**config.mk**
```make
export PLATFORM = sky130hd
export DESIGN_NAME = dac_pattern_player
export DESIGN_NICKNAME = d
export VERILOG_FILES = /design/src/rtl/dac_player_pkg.sv /design/src/rtl/dac_sample_mem.sv /design/src/rtl/dac_pattern_player.sv
export SDC_FILE = /design/constraint.sdc
export NUM_CORES = 1
export LEC_CHECK = 0
export ABC_AREA = 1
export BUFFER_PORTS_ARGS = -buffer_cell sky130_fd_sc_hd__buf_4
export CORE_MARGIN = 2
export CORE_UTILIZATION = 40
export DETAILED_ROUTE_END_ITERATION = 7
export HOLD_SLACK_MARGIN = 0.02
export SLEW_MARGIN = 20
export SYNTH_ARGS = -nofsm -noshare
export SYNTH_HDL_FRONTEND = slang
export SYNTH_HIERARCHICAL = 1
export SYNTH_SLANG_ARGS = --single-unit
```
**constraint.sdc**
```tcl
create_clock -name clk -period 2.6 [get_ports clk]
set_input_delay 0.26 -clock clk [delete_from_list [all_inputs] [get_ports clk]]
set_output_delay 0.26 -clock clk [all_outputs]
set_load 0.02 [all_outputs]
```
**src/rtl/dac_player_pkg.sv**
```systemverilog
// Shared definitions for the DAC pattern player: config addresses, CTRL bits, FSM states.
// Latency: n/a (definitions only).
// Backpressure: n/a (definitions only).
package dac_player_pkg;

  // Config bus register map
  localparam logic [1:0] ADDR_DATA   = 2'd0;
  localparam logic [1:0] ADDR_LENGTH = 2'd1;
  localparam logic [1:0] ADDR_PRESC  = 2'd2;
  localparam logic [1:0] ADDR_CTRL   = 2'd3;

  // CTRL register bit positions; start/stop/ptr_clr are pulses, loop is stored
  localparam int CTRL_START  = 0;
  localparam int CTRL_LOOP   = 1;
  localparam int CTRL_STOP   = 2;
  localparam int CTRL_PTRCLR = 3;

  typedef enum logic {
    ST_IDLE = 1'b0,
    ST_PLAY = 1'b1
  } state_t;

endpackage

```
**src/rtl/dac_sample_mem.sv**
```systemverilog
// Sample buffer: DEPTH x DATA_W flop array, one write port, one combinational read port.
// Latency: write visible on the edge after we; read is combinational.
// Backpressure: none; a write is accepted every cycle we is high.
module dac_sample_mem #(
  parameter int DATA_W = 16,
  parameter int DEPTH  = 16
) (
  input  logic                     clk,
  input  logic                     rst_n,
  input  logic                     we,
  input  logic [$clog2(DEPTH)-1:0] waddr,
  input  logic [DATA_W-1:0]        wdata,
  input  logic [$clog2(DEPTH)-1:0] raddr,
  output logic [DATA_W-1:0]        rdata
);

  logic [DATA_W-1:0] mem_q [DEPTH];

  // Cleared on reset so playback of an unloaded buffer is deterministic (all zeros)
  always_ff @(posedge clk or negedge rst_n) begin
    if (!rst_n) begin
      for (int i = 0; i < DEPTH; i++) begin
        mem_q[i] <= '0;
      end
    end else if (we) begin
      mem_q[waddr] <= wdata;
    end
  end

  assign rdata = mem_q[raddr];

endmodule

```
**src/rtl/dac_pattern_player.sv**
```systemverilog
// Replays a bytewise-loaded sample buffer to the DAC word at a programmable rate, one-shot or looped.
// Latency: first sample on o_digital one cycle after the CTRL start write; then every PRESC+1 cycles.
// Backpressure: none; DATA writes while playing are dropped, config writes always accepted.
module dac_pattern_player
  import dac_player_pkg::*;
#(
  parameter int DATA_W  = 16,
  parameter int DEPTH   = 16,
  parameter int PRESC_W = 8
) (
  input  logic              clk,
  input  logic              rst_n,
  input  logic              cfg_we,
  input  logic [1:0]        cfg_addr,
  input  logic [7:0]        cfg_wdata,
  output logic [DATA_W-1:0] o_digital,
  output logic              sample_strobe,
  output logic              busy,
  output logic              done
);

  localparam int PTR_W = $clog2(DEPTH);
  localparam int NB    = DATA_W / 8;
  localparam int BC_W  = (NB > 1) ? $clog2(NB) : 1;
  localparam logic [BC_W-1:0] LAST_BYTE = BC_W'(NB - 1);

  state_t             state_q, state_d;
  logic [PTR_W-1:0]   wr_ptr_q;
  logic [BC_W-1:0]    byte_cnt_q;
  logic [DATA_W-1:0]  asm_q, asm_word;
  logic [PTR_W-1:0]   length_q;
  logic [PRESC_W-1:0] presc_q;
  logic               loop_q;

  logic [PTR_W-1:0]   rd_ptr_q, rd_ptr_d;
  logic [PRESC_W-1:0] cnt_q, cnt_d;
  logic               done_d;
  logic               load;
  logic [PTR_W-1:0]   load_idx;
  logic [DATA_W-1:0]  rd_data;

  logic data_wr, ctrl_wr, start_p, stop_p, ptrclr_p, mem_we;

  // Config decode; DATA and ptr_clr are only honoured while idle
  assign data_wr  = cfg_we && (cfg_addr == ADDR_DATA) && (state_q == ST_IDLE);
  assign ctrl_wr  = cfg_we && (cfg_addr == ADDR_CTRL);
  assign start_p  = ctrl_wr && cfg_wdata[CTRL_START];
  assign stop_p   = ctrl_wr && cfg_wdata[CTRL_STOP];
  assign ptrclr_p = ctrl_wr && cfg_wdata[CTRL_PTRCLR] && (state_q == ST_IDLE);
  assign mem_we   = data_wr && (byte_cnt_q == LAST_BYTE);

  // Little-endian byte insertion into the word being assembled
  always_comb begin
    asm_word = asm_q;
    asm_word[byte_cnt_q*8 +: 8] = cfg_wdata;
  end

  // Byte assembler, write pointer and config registers
  always_ff @(posedge clk or negedge rst_n) begin
    if (!rst_n) begin
      wr_ptr_q   <= '0;
      byte_cnt_q <= '0;
      asm_q      <= '0;
      length_q   <= '0;
      presc_q    <= '0;
      loop_q     <= 1'b0;
    end else begin
      if (data_wr) begin
        asm_q <= asm_word;
        if (byte_cnt_q == LAST_BYTE) begin
          byte_cnt_q <= '0;
          wr_ptr_q   <= wr_ptr_q + 1'b1;
        end else begin
          byte_cnt_q <= byte_cnt_q + 1'b1;
        end
      end
      if (ptrclr_p) begin
        wr_ptr_q   <= '0;
        byte_cnt_q <= '0;
      end
      if (cfg_we && (cfg_addr == ADDR_LENGTH)) begin
        length_q <= PTR_W'(cfg_wdata);
      end
      if (cfg_we && (cfg_addr == ADDR_PRESC)) begin
        presc_q <= PRESC_W'(cfg_wdata);
      end
      if (ctrl_wr) begin
        loop_q <= cfg_wdata[CTRL_LOOP];
      end
    end
  end

  dac_sample_mem #(
    .DATA_W (DATA_W),
    .DEPTH  (DEPTH)
  ) u_mem (
    .clk   (clk),
    .rst_n (rst_n),
    .we    (mem_we),
    .waddr (wr_ptr_q),
    .wdata (asm_word),
    .raddr (load_idx),
    .rdata (rd_data)
  );

  // Playback FSM: decides when a new sample is loaded and from which index
  always_comb begin
    state_d  = state_q;
    rd_ptr_d = rd_ptr_q;
    cnt_d    = cnt_q;
    done_d   = done_q_w();
    load     = 1'b0;
    load_idx = rd_ptr_q + 1'b1;
    unique case (state_q)
      ST_IDLE: begin
        if (start_p && !stop_p) begin
          state_d  = ST_PLAY;
          rd_ptr_d = '0;
          cnt_d    = '0;
          done_d   = 1'b0;
          load     = 1'b1;
          load_idx = '0;
        end
      end
      ST_PLAY: begin
        if (stop_p) begin
          state_d = ST_IDLE;
        end else if (start_p) begin
          rd_ptr_d = '0;
          cnt_d    = '0;
          load     = 1'b1;
          load_idx = '0;
        end else if (cnt_q >= presc_q) begin
          // >= so a PRESC lowered mid-hold ends the hold instead of counting round
          cnt_d = '0;
          if (rd_ptr_q == length_q) begin
            if (loop_q) begin
              rd_ptr_d = '0;
              load     = 1'b1;
              load_idx = '0;
            end else begin
              state_d = ST_IDLE;
              done_d  = 1'b1;
            end
          end else begin
            rd_ptr_d = rd_ptr_q + 1'b1;
            load     = 1'b1;
          end
        end else begin
          cnt_d = cnt_q + 1'b1;
        end
      end
      default: state_d = ST_IDLE;
    endcase
  end

  function automatic logic done_q_w();
    return done;
  endfunction

  // FSM state, read pointer, prescaler and registered DAC outputs
  always_ff @(posedge clk or negedge rst_n) begin
    if (!rst_n) begin
      state_q       <= ST_IDLE;
      rd_ptr_q      <= '0;
      cnt_q         <= '0;
      done          <= 1'b0;
      sample_strobe <= 1'b0;
      o_digital     <= '0;
    end else begin
      state_q       <= state_d;
      rd_ptr_q      <= rd_ptr_d;
      cnt_q         <= cnt_d;
      done          <= done_d;
      sample_strobe <= load;
      if (load) begin
        o_digital <= rd_data;
      end
    end
  end

  assign busy = (state_q == ST_PLAY);

endmodule

```
==> key figures, run 1 <==
Detailed routing
  – First drt pass iteration count: 5
  – Detailed-route vias per instance: 5.17
  – Number of DRC markers in iteration 0: 1357
  – Aggregate routed wire length: 49000 um
  – Via count: 13800
  – Post-detailed-route count of antenna-violating nets: 0
  – Drt wl/cell: 18.3 um
  – Detailed-route DRC error count: 0

Min path
  – Type of the worst min-delay path: in -> reg

Timing
  – Post-Route Skew: 14.2 ps
  – Final sum of negative setup slack: -838 ps
  – Unrepaired setup endpoints after global routing: yes
  – Actual transition at the worst max-transition pin: 659 ps
  – Max-slew violations: 0
  – Count of final hold-check violations: 0
  – Final critical delay including setup and external delays: 2700 ps
  – Worst-case setup margin in the final layout: -96.7 ps
  – Setup-violating endpoint count in the final report: 15
  – Hold Slack: 46.8 ps
  – Maximum clock frequency: 371 MHz
  – Rel. slew slack: 56.1%
  – Period Utilization, post-route: 104%

Finish
  – Relative area change from synthesis to final layout: 22.7%
  – Fin area: 19400 um2
  – Most common library cell in the layout ignoring fill and taps: sky130_fd_sc_hd__nand2_1
  – Cell Count, Final, Fillers Out: 2678
  – Post-layout net count: 2160
  – Number of diodes added for antenna fixing: 0
  – Most used cells in the layout excluding fill and tap cells: 657 x sky130_fd_sc_hd__nand2_1, 321 x sky130_fd_sc_hd__dfrtp_1, 302 x sky130_fd_sc_hd__o21ai_0, 291 x sky130_fd_sc_hd__inv_1, 144 x sky130_fd_sc_hd__nand3_1
  – Final core area utilization: 49.9%
  – Layout cell share with drive strength beyond 1: 15.9%

Pwr
  – Total power of the final layout: 22.4 mW
  – Power density over cell area: 1160 nW/um2
  – Cell leakage power: 9.26 nW
  – Peak ir drop on the vdd network: 657 uV

Place
  – Post-placement cell area: 17100 um2
  – Final Wtd Congestion: 0.872
  – Place WS: -72.4 ps
  – HPWL after detailed placement: 29300 um
  – Total instance count after detailed placement: 2592
  – # port buffers: 31

Global routing
  – First-pass GRT wire length: 75100 um
  – Pin count of the biggest net entering global routing: 72
  – Global routing usage summed across all routing layers: 23.6%
  – Total congestion overflow after global routing: 0
  – Via count of the first global-routing pass: 13000
  – Number of antenna violations at the first check in global routing: 0

Setup path
  – Worst Path Required: 3020 ps
  – Largest fanout of any net on the critical path: 7
  – Category of the worst setup path capture point: flip-flop
  – Critical path class: reg -> reg
  – Cell type of the slowest stage on the worst timing path: sky130_fd_sc_hd__dfrtp_1
  – Ordered list of cells on the worst path: inv_2, ha_4, a21oi_2, nor2_2, nor2_2, nand3_2, nand2_2, nand2_4, buf_6, a21oi_4, clkinv_4, clkbuf_16, nand3_4, nand3_2, nand3_2, nand2_2, nand4_1, nand2_1
  – CP Buf/Inv Count: 4
  – Critical Path Source Type: flip-flop
  – Flop2flop setup slack: -100 ps
  – Cell family with the largest share of critical-path delay: simple AND/OR/NAND/NOR gates
  – Longest individual stage delay on the worst path: 410 ps
  – CP most frequent cell: sky130_fd_sc_hd__nand3_2
  – Critical path arrival: 3110 ps

Synth
  – Fraction of registers with async set or reset after synthesis: 100%
  – Netlist cell types: 31
  – Post-synth EDFFs: 0
  – Post-synth design cell area: 15800 um2
  – Synthesized flop and latch total: 321
  – Sequential element share of the synthesized area: 50.9%
  – Predominant post-synthesis flop cell: sky130_fd_sc_hd__dfrtp_1
  – Post-Syn Nets: 2105
  – Post-synthesis average cell area: 7.59 um2
  – Synth warnings: 6
  – Post-Synthesis Cells: 2081

Run
  – Max-cap violations: 0

Clock tree
  – Clock buffer depth: 3
  – Clock root buffer master: sky130_fd_sc_hd__clkbuf_16
  – CTS buffer count: 36
  – Clock-pin transition on the worst setup and hold timing paths: 60 ps
  – TritonCTS clock tree: built
  – Total clock sinks: 321
  – H-tree depth: 2
  – Clock insertion delay at the later pin of the skew report: 530 ps

Floorplanning
  – Effective utilization at floorplan: 40.7%
  – Number of ports placed on the die boundary: 32
  – Die area: 41100 um2
  – Area of the placeable core: 38800 um2
  – Vertical extent of the die: 203 um
  – Number of rows in the core area: 72
  – Horizontal die dimension: 203 um

Run status
  – Outcome: complete, but fails checks
  – Violations in the final reports: setup timing
[sequential cells by signal, indices dropped and copies added (netlist names), 4 cells and up]
name         cells
length_q         4
u_mem/mem_q    256
cnt_q            8
asm_q           16
rd_ptr_q         4
wr_ptr_q         4
presc_q          8
o_digital       16
[synthesized netlist by cell type, types with 4 or more instances]
library cell,n,area share [%]
sky130_fd_sc_hd__o21ai_0,315,10
sky130_fd_sc_hd__buf_6,4,0.29
sky130_fd_sc_hd__inv_1,297,7.1
sky130_fd_sc_hd__clkbuf_2,7,0.22
sky130_fd_sc_hd__dfrtp_1,321,51
sky130_fd_sc_hd__xor2_1,5,0.28
sky130_fd_sc_hd__nand2_2,5,0.20
sky130_fd_sc_hd__ha_1,11,0.87
sky130_fd_sc_hd__nand3_1,225,7.1
sky130_fd_sc_hd__buf_1,17,0.40
sky130_fd_sc_hd__clkbuf_1,41,0.97
sky130_fd_sc_hd__o21ai_1,13,0.41
sky130_fd_sc_hd__buf_4,4,0.19
sky130_fd_sc_hd__buf_2,60,1.9
sky130_fd_sc_hd__nor2_1,27,0.64
sky130_fd_sc_hd__nand2_1,672,16
sky130_fd_sc_hd__a21oi_1,9,0.29
sky130_fd_sc_hd__nand4_1,24,0.95
[worst register-to-register path: stages, from the launching register on]
cell	delay, ps
sky130_fd_sc_hd__dfrtp_1	410
sky130_fd_sc_hd__inv_2	80
sky130_fd_sc_hd__ha_4	210
sky130_fd_sc_hd__a21oi_2	130
sky130_fd_sc_hd__nor2_2	60
sky130_fd_sc_hd__nor2_2	130
sky130_fd_sc_hd__nand3_2	100
sky130_fd_sc_hd__nand2_2	100
sky130_fd_sc_hd__nand2_4	70
sky130_fd_sc_hd__buf_6	130
sky130_fd_sc_hd__a21oi_4	250
sky130_fd_sc_hd__clkinv_4	230
sky130_fd_sc_hd__clkbuf_16	240
sky130_fd_sc_hd__nand3_4	70
sky130_fd_sc_hd__nand3_2	80
sky130_fd_sc_hd__nand3_2	90
sky130_fd_sc_hd__nand2_2	60
sky130_fd_sc_hd__nand4_1	90
sky130_fd_sc_hd__nand2_1	50
[cell families (layout without fill, tap and decap cells)]
group                      Yosys count  after routing  synth area share (%)
and+or+nand+nor                    970            970                  26.0
adders and majority gates           11             11                 0.872
DFF                                321            321                  50.9
buffers and inverters              433            512                  11.1
xor gates and xnor gates             6              6                 0.333
AOI/OAI and AO/OA                  340            340                  10.8
[where the power goes]
| group | switching [mW] | internal (mW) | total (mW) |
|---|---|---|---|
| Combinational | 6.37 | 4.08 | 10.4 |
| Sequential | 0.726 | 6.16 | 6.88 |
| Clock | 2.09 | 3.00 | 5.09 |
[layer usage]
layer / vias to the layer above / wire length [um] / global-route usage [%]
met5: - / 0 / 0
met4: 0 / 1960 / 9.80
met3: 119 / 3490 / 4.51
met2: 485 / 22600 / 37.3
met1: 6606 / 20900 / 31.9
li1: 6623 / - / -
[layout make-up]
type	count	area (um2)
fillers	3713	19500
flip-flops and latches	321	8030
multi-input cells	1327	6730
repair buffers	149	1670
inverters	300	1140
clock buffers	52	1010
well taps	518	648
clock inverters	10	136
repair inverters	1	6.26
[worst paths after layout]
| check | startpoint | endpoint | depth (start not counted) |
|---|---|---|---|
| worst min register to register | u_mem/mem_q[233] | u_mem/mem_q[233] | 2 |
| max in group asynchronous | rst_n | u_mem/mem_q[170] | 3 |
| worst max-delay path | presc_q[5] | o_digital[7] | 18 |
| worst min-delay path | cfg_wdata[4] | presc_q[4] | 3 |
| worst max register to register | presc_q[5] | o_digital[7] | 18 |
| min in group asynchronous | rst_n | u_mem/mem_q[253] | 2 |
[what timing repair did]
item,CTS,global route
gates cloned,3,9
hold buffers,1,0
setup endpoints to repair,16,16
endpoints found under the hold margin,64,0
resized for setup,17,157
pin swaps,1,76
setup buffers,4,8
Note: power is estimated with default switching activity, not from simulation.
==> run 2: changes to the inputs <==
==> constraint.sdc (replaced) <==
create_clock -name clk -period 2.22 [get_ports clk]
set_input_delay 0.222 -clock clk [delete_from_list [all_inputs] [get_ports clk]]
set_output_delay 0.222 -clock clk [all_outputs]
set_load 0.02 [all_outputs]
==> run 2 against run 1 <==
Net effect:
- the flow still finishes with violations (setup timing)
- core utilization up 0.50 points
- total power grew 16%
- non-clock buffer count is 29 higher
- sequential cell count did not move
- setup slack worse by 300 ps
- critical path depth did not move
- largest cell class unchanged
==> key figures, run 2 (synthesized netlist as in run 1, its figures left out) <==
Place
  – # port buffers: 31 (unchanged)
  – HPWL after detailed placement: 30500 um (+3.9%)
  – Place WS: -476 ps (-404 ps)
  – Final Wtd Congestion: 0.890 (+2.0%)
  – Post-placement cell area: 17500 um2 (+2.8%)

Global routing
  – Global routing usage summed across all routing layers: 23.5% (-0.11 points)
  – Number of antenna violations at the first check in global routing: 0 (unchanged)
  – Pin count of the biggest net entering global routing: 69 (-4.2%)
  – Via count of the first global-routing pass: 13500 (+3.3%)
  – First-pass GRT wire length: 75300 um (+0.22%)
  – Total congestion overflow after global routing: 0 (unchanged)

Timing
  – Actual transition at the worst max-transition pin: 672 ps (+12.8 ps)
  – Post-Route Skew: 24.9 ps (+10.6 ps)
  – Unrepaired setup endpoints after global routing: yes
  – Final critical delay including setup and external delays: 2620 ps (-79.1 ps)
  – Setup-violating endpoint count in the final report: 16 (+1)
  – Period Utilization, post-route: 118% (+14 points)
  – Max-slew violations: 0 (unchanged)
  – Rel. slew slack: 54.7% (-1.3 points)
  – Count of final hold-check violations: 0 (unchanged)
  – Maximum clock frequency: 382 MHz (+3.0%)
  – Worst-case setup margin in the final layout: -398 ps (-301 ps)

Finish
  – Post-layout net count: 2187 (+1.3%)
  – Number of diodes added for antenna fixing: 0 (unchanged)
  – FILL cells: 3671 (-1.1%)
  – Final core area utilization: 50.4% (+0.50 points)
  – Register ranked first by flip-flop count: u_mem/mem_q
  – Regs by FF count: u_mem/mem_q: 256 flops, asm_q: 16 flops, o_digital: 16 flops
  – Fin area: 19600 um2 (+1.0%)
  – Most used cells in the layout excluding fill and tap cells: 659 x sky130_fd_sc_hd__nand2_1, 321 x sky130_fd_sc_hd__dfrtp_1, 308 x sky130_fd_sc_hd__o21ai_0, 292 x sky130_fd_sc_hd__inv_1, 164 x sky130_fd_sc_hd__nand3_1
  – Relative area change from synthesis to final layout: 23.9%
  – Layout cell share with drive strength beyond 1: 15.8% (-0.14 points)
  – Flip-flop count of the largest register after layout: 256 (unchanged)
  – Most common library cell in the layout ignoring fill and taps: sky130_fd_sc_hd__nand2_1

Floorplanning
  – Effective utilization at floorplan: 40.7% (unchanged)
  – Area of the placeable core: 38800 um2 (unchanged)
  – Number of rows in the core area: 72 (unchanged)
  – Vertical extent of the die: 203 um (unchanged)
  – Die area: 41100 um2 (unchanged)
  – Number of ports placed on the die boundary: 32 (unchanged)
  – Horizontal die dimension: 203 um (unchanged)

Setup path
  – Critical path arrival: 3030 ps (-80 ps)
  – Category of the worst setup path capture point: flip-flop
  – Largest fanout of any net on the critical path: 7 (unchanged)
  – Critical Path Source Type: flip-flop
  – Worst Path Required: 2630 ps (-390 ps)
  – Critical path class: reg -> reg

Detailed routing
  – Aggregate routed wire length: 48600 um (-0.72%)
  – Detailed-route DRC error count: 0 (unchanged)
  – First drt pass iteration count: 5 (unchanged)
  – Drt wl/cell: 18.0 um (-1.6%)
  – Number of DRC markers in iteration 0: 1330 (-2.0%)
  – Post-detailed-route count of antenna-violating nets: 0 (unchanged)
  – Detailed-route vias per instance: 5.17 (+0.17%)
  – Via count: 14000 (+1.1%)

Clock tree
  – Clock-pin transition on the worst setup and hold timing paths: 60 ps (about the same)
  – TritonCTS clock tree: built
  – CTS buffer count: 35 (-2.8%)
  – Clock root buffer master: sky130_fd_sc_hd__clkbuf_16
  – Total clock sinks: 321 (unchanged)
  – H-tree depth: 2 (unchanged)
  – Clock insertion delay at the later pin of the skew report: 540 ps (about the same)
  – Clock buffer depth: 3 (unchanged)

Run
  – Max-cap violations: 0 (unchanged)

Pwr
  – Power density over cell area: 1330 nW/um2 (+15%)
  – Peak ir drop on the vdd network: 667 uV (+1.6%)
  – Total power of the final layout: 26.1 mW (+16%)
  – Cell leakage power: 9.43 nW (+1.9%)

Run status
  – Outcome: complete, but fails checks
  – Violations in the final reports: setup timing

Min path
  – Type of the worst min-delay path: in -> reg
==> run 2: timing repair <==
action                                 in CTS  in global routing
hold buffers                                3                  0
setup endpoints to repair                  16                 30
resized for setup                          16                106
setup buffers                               5                  5
endpoints found under the hold margin      54                  0
gates cloned                                0                  9
pin swaps                                   9                 37
==> run 2: per-stage QoR <==
stage	hold slack (ps)	setup TNS, ps	instances
3_3_place_gp	195	-6110	2624
2_1_floorplan	-73.6	-1730	2081
3_5_place_dp	201	-6380	2624
6_report	90.8	-5390	2703
4_1_cts	62.5	-6010	2689
5_1_grt	87.3	-7490	2703
==> run 2: worst max-delay path, cell delays in order (launching register included) <==
cell and delay [ps]:
sky130_fd_sc_hd__dfrtp_1 390, sky130_fd_sc_hd__inv_2 70, sky130_fd_sc_hd__ha_4 200, sky130_fd_sc_hd__a21o_1 160, sky130_fd_sc_hd__nor2_2 150, sky130_fd_sc_hd__nand3_2 100, sky130_fd_sc_hd__nand2_1 80, sky130_fd_sc_hd__nand2_2 80
sky130_fd_sc_hd__buf_6 130, sky130_fd_sc_hd__a21oi_4 260, sky130_fd_sc_hd__inv_4 80, sky130_fd_sc_hd__buf_12 160, sky130_fd_sc_hd__clkbuf_16 180, sky130_fd_sc_hd__nand3_4 70, sky130_fd_sc_hd__nand3_1 100, sky130_fd_sc_hd__nand3_2 80
sky130_fd_sc_hd__nand2_2 60, sky130_fd_sc_hd__nand4_1 100, sky130_fd_sc_hd__nand2_1 50
==> run 2: layout make-up <==
class | count | area, um2 | share of cell area, %
Tap cell | 518 | 648 | 3.31
Multi-Input combinational cell | 1327 | 6520 | 33.4
Inverter | 300 | 1140 | 5.83
Clock inverter | 8 | 90.1 | 0.461
Timing Repair Buffer | 178 | 2080 | 10.6
Clock buffer | 51 | 1050 | 5.36
Sequential cell | 321 | 8030 | 41.1
==> run 2: worst paths after layout <==
check                                   from  slack (ps)  cells past startpoint                to
worst max register to register    presc_q[7]        -400                     18      o_digital[1]
max in group asynchronous              rst_n        1200                      3  u_mem/mem_q[185]
worst min register to register      asm_q[4]         480                      2          asm_q[4]
min in group asynchronous              rst_n         250                      2          cnt_q[5]
worst min-delay path            cfg_wdata[6]          90                      3        presc_q[6]
worst max-delay path              presc_q[7]        -400                     18      o_digital[1]
==> run 2: metal layers <==
layer	part of all wire [%]	vias up	track usage [%]
met5	0	-	0
met4	3.7	0	8.60
met3	6.4	90	4.01
met2	47	477	39.2
met1	43	6738	30.8
li1	-	6681	-
==> run 2: power by group <==
part	switching [mW]	internal [mW]
registers	0.851	7.21
clock network	2.38	3.50
logic	7.24	4.89
total	10.5	15.6
